===== config.mk =====
export PLATFORM = sky130hd
export DESIGN_NAME = sdram_init_seq
export DESIGN_NICKNAME = d
export VERILOG_FILES = /design/src/rtl/sdram_init_seq.sv
export SDC_FILE = /design/constraint.sdc
export NUM_CORES = 1
export LEC_CHECK = 0
export BUFFER_PORTS_ARGS = -buffer_cell sky130_fd_sc_hd__buf_4
export CAP_MARGIN = 40
export CORE_MARGIN = 2
export CORE_UTILIZATION = 50
export DETAILED_ROUTE_END_ITERATION = 12
export PLACE_DENSITY_LB_ADDON = 0.15
export RECOVER_POWER = 100
export SLEW_MARGIN = 30
export SYNTH_ARGS = -nofsm -noshare
export SYNTH_HDL_FRONTEND = slang
export SYNTH_SLANG_ARGS = --single-unit

===== constraint.sdc =====
create_clock -name sdram_clk -period 3.2 [get_ports sdram_clk]
set_input_delay 0.64 -clock sdram_clk [delete_from_list [all_inputs] [get_ports sdram_clk]]
set_output_delay 0.64 -clock sdram_clk [all_outputs]
set_load 0.05 [all_outputs]

===== src/rtl/sdram_init_seq.sv =====
`default_nettype none
// ============================================================================
// Module   : sdram_init_seq
// Purpose  : SDR SDRAM power-up initialisation sequencer. After reset it
//            waits T_PWRUP cycles with NOP, then issues PRECHARGE-ALL,
//            NUM_AREF AUTO-REFRESH commands and a LOAD MODE REGISTER, and
//            raises init_done. A reinit request seen while idle reruns the
//            sequence from PRECHARGE without the power-up wait.
// Ports    : sdram_clk  - SDRAM clock (only clock)
//            rst_n      - asynchronous active-low reset
//            reinit_req - rerun request, honoured only while initialised
//            cke        - SDRAM clock enable
//            cmd_reg    - {CS_n, RAS_n, CAS_n, WE_n}
//            sdram_addr - A[ADDR_BITS-1:0] (mode word during LMR, A10 else)
//            sdram_ba   - bank address (always zero)
//            init_done  - high while initialised and idle
// Revision : 1.0 - initial release
// ============================================================================
module sdram_init_seq #(
  parameter int         ADDR_BITS = 12,
  parameter int         BA_BITS   = 2,
  parameter int         T_PWRUP   = 13333,
  parameter int         T_RP      = 3,
  parameter int         T_RFC     = 9,
  parameter int         T_MRD     = 2,
  parameter int         NUM_AREF  = 2,
  parameter logic [2:0] MR_BL     = 3'b010,
  parameter logic       MR_BT     = 1'b0,
  parameter logic [2:0] MR_CL     = 3'b011,
  parameter logic       MR_WB     = 1'b0
) (
  input  logic                 sdram_clk,
  input  logic                 rst_n,
  input  logic                 reinit_req,
  output logic                 cke,
  output logic [3:0]           cmd_reg,
  output logic [ADDR_BITS-1:0] sdram_addr,
  output logic [BA_BITS-1:0]   sdram_ba,
  output logic                 init_done
);

  localparam int C_MAX_A  = (T_PWRUP > T_RP) ? T_PWRUP : T_RP;
  localparam int C_MAX_B  = (T_RFC > T_MRD) ? T_RFC : T_MRD;
  localparam int C_MAX_T  = (C_MAX_A > C_MAX_B) ? C_MAX_A : C_MAX_B;
  localparam int C_CNT_W  = $clog2(C_MAX_T) + 1;
  localparam int C_AREF_W = $clog2(NUM_AREF + 1);

  // Power-up counts up from reset; post-command waits count down from T-1,
  // so a wait of 1 cycle moves straight on to the next command.
  localparam logic [C_CNT_W-1:0]  C_PWRUP_END = C_CNT_W'(T_PWRUP);
  localparam logic [C_CNT_W-1:0]  C_RP_LOAD   = C_CNT_W'(T_RP - 1);
  localparam logic [C_CNT_W-1:0]  C_RFC_LOAD  = C_CNT_W'(T_RFC - 1);
  localparam logic [C_CNT_W-1:0]  C_MRD_LOAD  = C_CNT_W'(T_MRD - 1);
  localparam logic [C_AREF_W-1:0] C_NUM_AREF  = C_AREF_W'(NUM_AREF);

  localparam logic [3:0] C_CMD_NOP  = 4'b0111;
  localparam logic [3:0] C_CMD_PRE  = 4'b0010;
  localparam logic [3:0] C_CMD_AREF = 4'b0001;
  localparam logic [3:0] C_CMD_LMR  = 4'b0000;

  // A10 high selects all banks for PRECHARGE; harmless on NOP cycles.
  localparam logic [ADDR_BITS-1:0] C_ADDR_PALL = ADDR_BITS'(1024);
  localparam logic [9:0]           C_MR_WORD   = {MR_WB, 2'b00, MR_CL, MR_BT, MR_BL};
  localparam logic [ADDR_BITS-1:0] C_ADDR_MR   = ADDR_BITS'(C_MR_WORD);

  typedef enum logic [2:0] {
    S_PWRUP    = 3'd0,
    S_PRE      = 3'd1,
    S_WAIT_RP  = 3'd2,
    S_AREF     = 3'd3,
    S_WAIT_RFC = 3'd4,
    S_LMR      = 3'd5,
    S_WAIT_MRD = 3'd6,
    S_DONE     = 3'd7
  } state_t;

  state_t                 state_q, state_d;
  logic [C_CNT_W-1:0]     cnt_q, cnt_d;
  logic [C_AREF_W-1:0]    aref_q, aref_d;
  logic                   cke_q, cke_d;
  logic [3:0]             cmd_q, cmd_d;
  logic [ADDR_BITS-1:0]   addr_q, addr_d;
  logic [BA_BITS-1:0]     ba_q;
  logic                   done_q, done_d;

  always_comb begin
    state_d = state_q;
    cnt_d   = cnt_q;
    aref_d  = aref_q;

    unique case (state_q)
      S_PWRUP: begin
        if (cnt_q == C_PWRUP_END) begin
          state_d = S_PRE;
          cnt_d   = C_RP_LOAD;
          aref_d  = '0;
        end else begin
          cnt_d = cnt_q + C_CNT_W'(1);
        end
      end
      S_PRE, S_WAIT_RP: begin
        if (cnt_q == '0) begin
          state_d = S_AREF;
          cnt_d   = C_RFC_LOAD;
          aref_d  = aref_q + C_AREF_W'(1);
        end else begin
          state_d = S_WAIT_RP;
          cnt_d   = cnt_q - C_CNT_W'(1);
        end
      end
      S_AREF, S_WAIT_RFC: begin
        if (cnt_q != '0) begin
          state_d = S_WAIT_RFC;
          cnt_d   = cnt_q - C_CNT_W'(1);
        end else if (aref_q == C_NUM_AREF) begin
          state_d = S_LMR;
          cnt_d   = C_MRD_LOAD;
        end else begin
          state_d = S_AREF;
          cnt_d   = C_RFC_LOAD;
          aref_d  = aref_q + C_AREF_W'(1);
        end
      end
      S_LMR, S_WAIT_MRD: begin
        if (cnt_q == '0) begin
          state_d = S_DONE;
        end else begin
          state_d = S_WAIT_MRD;
          cnt_d   = cnt_q - C_CNT_W'(1);
        end
      end
      S_DONE: begin
        if (reinit_req) begin
          state_d = S_PRE;
          cnt_d   = C_RP_LOAD;
          aref_d  = '0;
        end
      end
      default: begin
        state_d = S_PWRUP;
        cnt_d   = '0;
        aref_d  = '0;
      end
    endcase
  end

  // Outputs are registered copies of the decode of the next state, so the
  // command appears on the same cycle the FSM enters its state.
  always_comb begin
    cmd_d  = C_CMD_NOP;
    addr_d = C_ADDR_PALL;
    done_d = (state_d == S_DONE);
    // cke rises one cycle after reset release and then never drops.
    cke_d  = cke_q | (state_q != S_PWRUP) | (cnt_q != '0);
    unique case (state_d)
      S_PRE:   cmd_d = C_CMD_PRE;
      S_AREF:  cmd_d = C_CMD_AREF;
      S_LMR: begin
        cmd_d  = C_CMD_LMR;
        addr_d = C_ADDR_MR;
      end
      default: cmd_d = C_CMD_NOP;
    endcase
  end

  always_ff @(posedge sdram_clk or negedge rst_n) begin
    if (!rst_n) begin
      state_q <= S_PWRUP;
      cnt_q   <= '0;
      aref_q  <= '0;
      cke_q   <= 1'b0;
      cmd_q   <= C_CMD_NOP;
      addr_q  <= C_ADDR_PALL;
      ba_q    <= '0;
      done_q  <= 1'b0;
    end else begin
      state_q <= state_d;
      cnt_q   <= cnt_d;
      aref_q  <= aref_d;
      cke_q   <= cke_d;
      cmd_q   <= cmd_d;
      addr_q  <= addr_d;
      ba_q    <= '0;
      done_q  <= done_d;
    end
  end

  assign cke        = cke_q;
  assign cmd_reg    = cmd_q;
  assign sdram_addr = addr_q;
  assign sdram_ba   = ba_q;
  assign init_done  = done_q;

endmodule
`default_nettype wire


# Word-level counts from Yosys, hierarchy flattened
# Index checks and enable logic that the tools add are counted.
dict set report word_totals {
  ff_bits 38
  in_bits 3
  wordCells 63
}
dict set report classes {
  add_sub_neg 3
  n_eq_ne 19
  mux 22
  bitwise_logic 2
  n_reduce_logical 10
}
# op count
set op_table {}
lappend op_table {{two-way mux 15 bit} 5}
lappend op_table {{case mux 15 bit (5 select lines)} 1}
lappend op_table {{equality test 3 bit, second input constant} 6}
lappend op_table {{adder 15 x 1 -> 15 bit, second input constant} 1}
lappend op_table {{equality test 15 x 14 -> 1 bit, second input constant} 1}
lappend op_table {{zero test 15 bit} 1}
lappend op_table {{case mux 3 bit (5 select lines)} 1}
lappend op_table {{nonzero test 15 bit} 1}
lappend op_table {{subtractor 15 x 1 -> 15 bit, second input constant} 1}
lappend op_table {{two-way mux 3 bit} 4}
lappend op_table {{inequality test 2 bit, second input constant} 6}
lappend op_table {{two-way mux 11 bit} 1}
lappend op_table {{two-way mux 2 bit} 5}
lappend op_table {{equality test 3 x 2 -> 1 bit, second input constant} 3}
lappend op_table {{case mux 3 bit (3 select lines)} 1}
lappend op_table {{case mux 2 bit (4 select lines)} 1}
lappend op_table {{equality test 3 x 1 -> 1 bit, second input constant} 2}
lappend op_table {{AND reduction 6 bit} 1}
lappend op_table {{OR reduction 2 bit} 3}
lappend op_table {{two-way mux 4 bit} 1}
lappend op_table {{nonzero test 4 bit} 1}
lappend op_table {{zero test 3 bit} 1}
lappend op_table {{nonzero test 3 bit} 1}
lappend op_table {{adder 2 x 1 -> 2 bit, second input constant} 1}
lappend op_table {{other kinds (4)} 6}

# Logic depth before layout (Yosys ltp)
# Gate-level depths: netlist of the first run.
dict set report depth {
  ltp_word 6
  mapped_depth 10
}

# Worst setup path before layout of the first run
# OpenSTA, ideal clock, no wires.
dict set report synth_timing {
  path_kind {flip-flop to flip-flop}
  startpoint {register cnt_q[0]}
  endpoint {register cnt_q[3]}
  t_arrival_ps 2023
  required_ps 3076
  path_slack_ps 1053
  path_stages_with_launch 10
  n_path_buf 1
  period_less_slack_ps 2147
  path_cell_list {dfrtp_1 -> inv_1 -> ha_1 -> nor4b_2 -> and4_1 -> buf_2 -> o21bai_2 -> clkinv_1 -> a21o_1 -> a211o_1}
}
dict set report synth_via {
  elab_chain_cells 3
  elab_cells_between_ends 12
  cone_classes {add/sub (2); eq/ne (2); mux (5); reduce/logical (3)}
}
# element line
set synth_lines {}
lappend synth_lines {{start, declared} 78} ;# logic [C_CNT_W-1:0] cnt_q, cnt_d;
lappend synth_lines {{start signal, assigned} 178} ;# cnt_q <= cnt_d;
lappend synth_lines {{subtractor 15 x 1 -> 15 bit, or another cell as far along} {108, 114, 129}}
lappend synth_lines {{two-way mux 15 bit, or another cell as far along} 125} ;# if (cnt_q == '0) begin
lappend synth_lines {{case mux 15 bit (5 select lines) / AND reduction 2 bit (equally long branches)} --}
# Parallel ways exist; a longest one is shown, timed or not. The select of a mux whose other input is x is not followed.
# A chain may end at the register's enable or synchronous reset.

# Worst setup path in the final report of the first run
dict set report layout_timing {
  startpoint {register cnt_q[0]}
  endpoint {register cnt_q[10]}
}
# Same word-level chain as after synthesis.

==> impl_metrics.toml, run 1 <==
[status]
status = "complete, no violations"

[worst_setup_path]
worstSetupPathType = "flip-flop to flip-flop"
cpMaxStageDelayCell = "and4_1"
cp_slowest_stage_delay_ns = 0.48
cp.depth = 9
crit_path_start_kind = "flip-flop"
crit_required_ns = 3.39
rr_worst_depth = 9
cp.buffers_inverters = 2
cpLargestDelayFamily = "simple AND/OR/NAND/NOR gates"
crit_chain = "inv_1 > ha_1 > nor4b_1 > and4_1 > o21bai_2 > clkbuf_1 > nand3_1 > a21oi_1 > o32ai_1"
endpoint_kind = "flip-flop"
crit_fanout = 8
crit_arrival_ns = 2.89

[synth]
netlist.area_leader.share = 0.283
yosysUniqueCellTypes = 61
synth_area_leaders = "dfrtp_1, buf_4, dfstp_2"
synthCells = 246
synth_top_area_cell = "dfrtp_1"
synth_most_common_cell = "nor2_1"
synthTopCellsByCount = "nor2_1, dfrtp_1, a21oi_1, nand2_1, o21ai_0"
ys_ff_latch = 27
synth-edff-count = 0
yosysWarnings = 0
yosysSeqAreaShare = 0.335
syn_area_um2 = 2030
ys_async_sr_fraction = 1.00
synthFlopType = "dfrtp_1"
syn_area_per_cell_um2 = 8.27

[power]
power_w = 0.000583
p_clk_frac = 0.351
switching_share = 0.259
vdd_drop_max_v = 0.000129
p_leak_nw = 0.847
seq_power_share = 0.586
switchingPower_w = 0.000151
power_density_nw_per_um2 = 285
comb_power_share = 0.064
intPower_w = 0.000432

[finish]
nNetsFinal = 252
area_growth_pct = 0.492
largest_reg_flops = 15
antennaDiodeCount = 0
fin_area_um2 = 2040
final_core_util = 0.518
drive_gt1_frac = 0.115

[clock_tree]
cts_tree = "built"
hold_buffers = 0
ctsLongestPathBuffers = 2
cts.repair.resized = 0
cts_num_sinks = 27
cts_made_buffers = 3
cts_root_buf = "clkbuf_8"
htreeDepth = 1
insertion_delay_ns = 0.28
post_cts_buffers = 0
clk_pin_slew_worst_paths_ns = 0.10

[sta]
maxSlewViolCount = 0
fin_worst_skew_ns = 0.00840
fmax_mhz = 371
rsz0062_at_grt = "false"
setup_viol = 0
setup_tns_ns = 0
hold_viol_final = 0
relSlewSlack = 0.0161
worst_slew_pin_slew_ns = 1.48
hold_ws_ns = 0.478
fin_crit_sh = 0.841
final.min_clock_period_ns = 2.69

[min_path]
hold_class = "flip-flop to flip-flop"
min_path_cells = 1

[detailed_routing]
drc_errors = 0
post_drt_wl_per_cell_um = 15.9
route.antenna.remaining_nets = 0
num_vias = 1752
dr.first_iter.drc_count = 129
drt-total-wl_um = 4660
vias_per_cell = 5.98
first_pass_iters = 4

[global_route]
antenna_found_initial = 0
globalRouteOverflowTotal = 0
grtUsageTotal = 0.222
grt_pass1_wl_um = 7540
grt_max_degree = 28
grt_pass1_vias = 1544

[placed_design]
gp_congestion = 0.882
dpl_cell_area_um2 = 2040
hpwlAfterDp_um = 3390
port_buffers = 11

[die]
dieHeight_um = 67.8
die_w_um = 67.8
die_area_um2 = 4590
io_pins = 23
start_util = 0.516
rows = 23
core_um2 = 3940

[run]
maxCapViolations = 0
-- worst reg2reg max path, stage by stage (launching register included) --
cell and delay (ns):
dfrtp_1 0.47, inv_1 0.11, ha_1 0.14, nor4b_1 0.47
and4_1 0.48, o21bai_2 0.20, clkbuf_1 0.26, nand3_1 0.14
a21oi_1 0.05, o32ai_1 0.29
-- metrics by stage --
| step | setup slack [ns] | std cells |
|---|---|---|
| finish | 0.508 | 293 |
| global route | 0.287 | 293 |
| CTS | 0.637 | 293 |
| detailed placement | 0.650 | 289 |
| global placement | 0.741 | 289 |
| floorplan | 1.05 | 256 |
-- power by group through the flow --
stage / sequential, W / combinational (W) / clock (W)
global placement: 0.000348 / 0.0000382 / 0
detailed placement: 0.000348 / 0.0000382 / 0
floorplan: 0.000348 / 0.0000396 / 0
finish: 0.000341 / 0.0000372 / 0.000204
CTS: 0.000341 / 0.0000382 / 0.000209
global route: 0.000341 / 0.0000401 / 0.000219
-- cell type report --
| type | count | area [um2] |
|---|---|---|
| clock buffer | 3 | 41.3 |
| clock inverter | 1 | 7.51 |
| timing repair buffer | 13 | 56.3 |
| fill | 388 | 1900 |
| inverter | 10 | 37.5 |
| tap | 50 | 62.6 |
| multi-input combinational | 189 | 1160 |
| sequential | 27 | 681 |
-- path summary, 6_finish.rpt --
path | startpoint | endpoint | slack (ns)
worst max-delay path | cnt_q[0] | cnt_q[10] | 0.51
worst min-delay path | cke | cke | 0.48
worst max register to register | cnt_q[0] | cnt_q[10] | 0.51
worst min register to register | cke | cke | 0.48
max in group asynchronous | rst_n | cnt_q[2] | 1.65
min in group asynchronous | rst_n | sdram_addr[5] | 0.69
-- per-layer routing --
layer / GRT usage / vias up / share of wire
met5: 0 / - / 0
li1: - / 866 / -
met4: 0.0875 / 0 / 0.018
met1: 0.310 / 827 / 0.48
met2: 0.353 / 53 / 0.45
met3: 0.0200 / 6 / 0.056
-- cells in the final DEF, fill, tap and decap left out, types with 7 or more instances in the layout --
cell      netlist  layout
inv_1           9       9
dfrtp_1        23      23
nand2_1        18      18
nand3_1        10      10
o21ai_0        16      16
and3_1          7       7
a21oi_1        18      18
nor2_1         26      26
clkbuf_1        4      11
conb_1          1      11
-- logic make-up (layout without fill, tap and decap cells) --
kind of cell	after synthesis	after routing	synth area share
xor+xnor	1	1	0.00431
other cells	1	11	0.00184
compound gates	69	69	0.228
mux	2	2	0.00985
flops	27	27	0.335
fa+ha+maj	5	5	0.0308
simple gates	101	101	0.279
buf+inv	40	27	0.111
Note: power is estimated with default switching activity, not from simulation.
==> inputs of run 2 (changes only) <==
==> constraint.sdc (replaced) <==
create_clock -name sdram_clk -period 2.6 [get_ports sdram_clk]
set_input_delay 0.52 -clock sdram_clk [delete_from_list [all_inputs] [get_ports sdram_clk]]
set_output_delay 0.52 -clock sdram_clk [all_outputs]
set_load 0.05 [all_outputs]
==> run 2 against run 1 <==
Compared with the run above:
- the flow now finishes with violations (capacitance limit)
- largest power group unchanged
- register-to-register slack got worse by 0.33 ns
- clock skew down 0.0012 ns
- global-route usage is 0.78 points higher
- die area unchanged
- critical path type unchanged
- total power grew 22%
- critical path depth down 3
- non-clock buffer count up 8
==> impl_metrics.toml, run 2 (synthesis gave the netlist of run 1 again) <==
[worst_setup_path]
crit_required_ns = 2.77
endpoint_kind = "flip-flop"
crit_path_start_kind = "flip-flop"
worstSetupPathType = "flip-flop to flip-flop"
crit_fanout = 9
r2r_setup_slack_ns = 0.18
crit_arrival_ns = 2.60

[min_path]
hold_class = "flip-flop to flip-flop"

[sta]
setup_viol = 0
setup_tns_ns = 0
rsz0062_at_grt = "false"
hold_viol_final = 0
fin_crit_sh = 0.932
relSlewSlack = 0.00750
maxSlewViolCount = 0
worst_slew_pin_slew_ns = 1.49
fmax_mhz = 413
hold_ws_ns = 0.486
final.min_clock_period_ns = 2.42
worst_slack_ns = 0.176
fin_worst_skew_ns = 0.00723

[power]
power_density_nw_per_um2 = 341
p_leak_nw = 0.867
p_clk_frac = 0.347
switching_share = 0.257
switchingPower_w = 0.000184
comb_power_share = 0.064
vdd_drop_max_v = 0.000175
intPower_w = 0.000530
seq_power_share = 0.589

[die]
die_area_um2 = 4590
core_um2 = 3940
start_util = 0.516
rows = 23
io_pins = 23
die_w_um = 67.8
dieHeight_um = 67.8

[status]
violations = "capacitance limit"
status = "finished with violations"

[clock_tree]
cts.repair.resized = 0
cts_tree = "built"
ctsLongestPathBuffers = 2
hold_buffers = 0
insertion_delay_ns = 0.28
htreeDepth = 1
cts_root_buf = "clkbuf_8"
clk_pin_slew_worst_paths_ns = 0.10
post_cts_buffers = 0
cts_made_buffers = 3
cts_num_sinks = 27

[detailed_routing]
drt-total-wl_um = 4830
post_drt_wl_per_cell_um = 16.0
dr.first_iter.drc_count = 146
vias_per_cell = 6.01
drc_errors = 0
route.antenna.remaining_nets = 0
first_pass_iters = 4
num_vias = 1809

[finish]
nNetsFinal = 260
final_core_util = 0.530
final_common_cell = "nor2_1"
antennaDiodeCount = 0
largest_reg_flops = 15
final_cell_mix = "nor2_1, dfrtp_1, nand2_1, a21oi_1, o21ai_0"
drive_gt1_frac = 0.143
area_growth_pct = 2.77

[placed_design]
place_ws_ns = 0.342
gp_congestion = 0.933
port_buffers = 11
hpwlAfterDp_um = 3570

[global_route]
grt_max_degree = 28
grt_pass1_vias = 1597
antenna_found_initial = 0
globalRouteOverflowTotal = 0
grtUsageTotal = 0.229
grt_pass1_wl_um = 7940

[run]
maxCapViolations = 1
run 2: worst paths after layout:
| path | start | to | cells after the start |
|---|---|---|---|
| min reg2reg | cke | cke | 1 |
| min in group asynchronous | rst_n | cnt_q[11] | 1 |
| min | cke | cke | 1 |
| max reg2reg | cnt_q[6] | cnt_q[3] | 6 |
| max in group asynchronous | rst_n | state_q[0] | 1 |
| max | cnt_q[6] | cnt_q[3] | 6 |
run 2: final cells by class:
| type | instances | area (um2) |
|---|---|---|
| clock buffers | 3 | 41.3 |
| clock inverters | 1 | 5.00 |
| fillers | 413 | 1850 |
| inverters | 10 | 37.5 |
| multi-input cells | 189 | 1150 |
| flip-flops and latches | 27 | 681 |
| well taps | 50 | 62.6 |
| repair buffers | 21 | 108 |
run 2: per-stage QoR:
stage / cell area, um2 / cells / power [W]
4_1_cts: 2150 / 301 / 0.000721
5_1_grt: 2090 / 301 / 0.000737
2_1_floorplan: 2070 / 256 / 0.000477
3_5_place_dp: 2100 / 297 / 0.000475
6_report: 2090 / 301 / 0.000713
3_3_place_gp: 2100 / 297 / 0.000475
run 2: power groups by stage:
| stage | Combinational, W | Sequential (W) | Clock (W) |
|---|---|---|---|
| after global placement | 0.0000468 | 0.000428 | 0 |
| after detailed placement | 0.0000472 | 0.000428 | 0 |
| after global routing | 0.0000499 | 0.000420 | 0.000267 |
| final | 0.0000459 | 0.000420 | 0.000248 |
| after floorplan | 0.0000488 | 0.000428 | 0 |
| after CTS | 0.0000472 | 0.000420 | 0.000254 |
run 2: layer usage:
metal / track usage / vias up / part of all wire
met3: 0.0150 / 9 / 0.043
met2: 0.363 / 42 / 0.46
met4: 0.0725 / 0 / 0.017
met1: 0.334 / 867 / 0.48
met5: 0 / - / 0
li1: - / 891 / -
run 2: critical path, cell delays in order (launching register included):
cell,delay (ns)
dfrtp_1,0.47
nor4_2,0.62
nand4_2,0.25
nor2_1,0.32
nor3_2,0.17
a21o_1,0.21
a211o_1,0.28
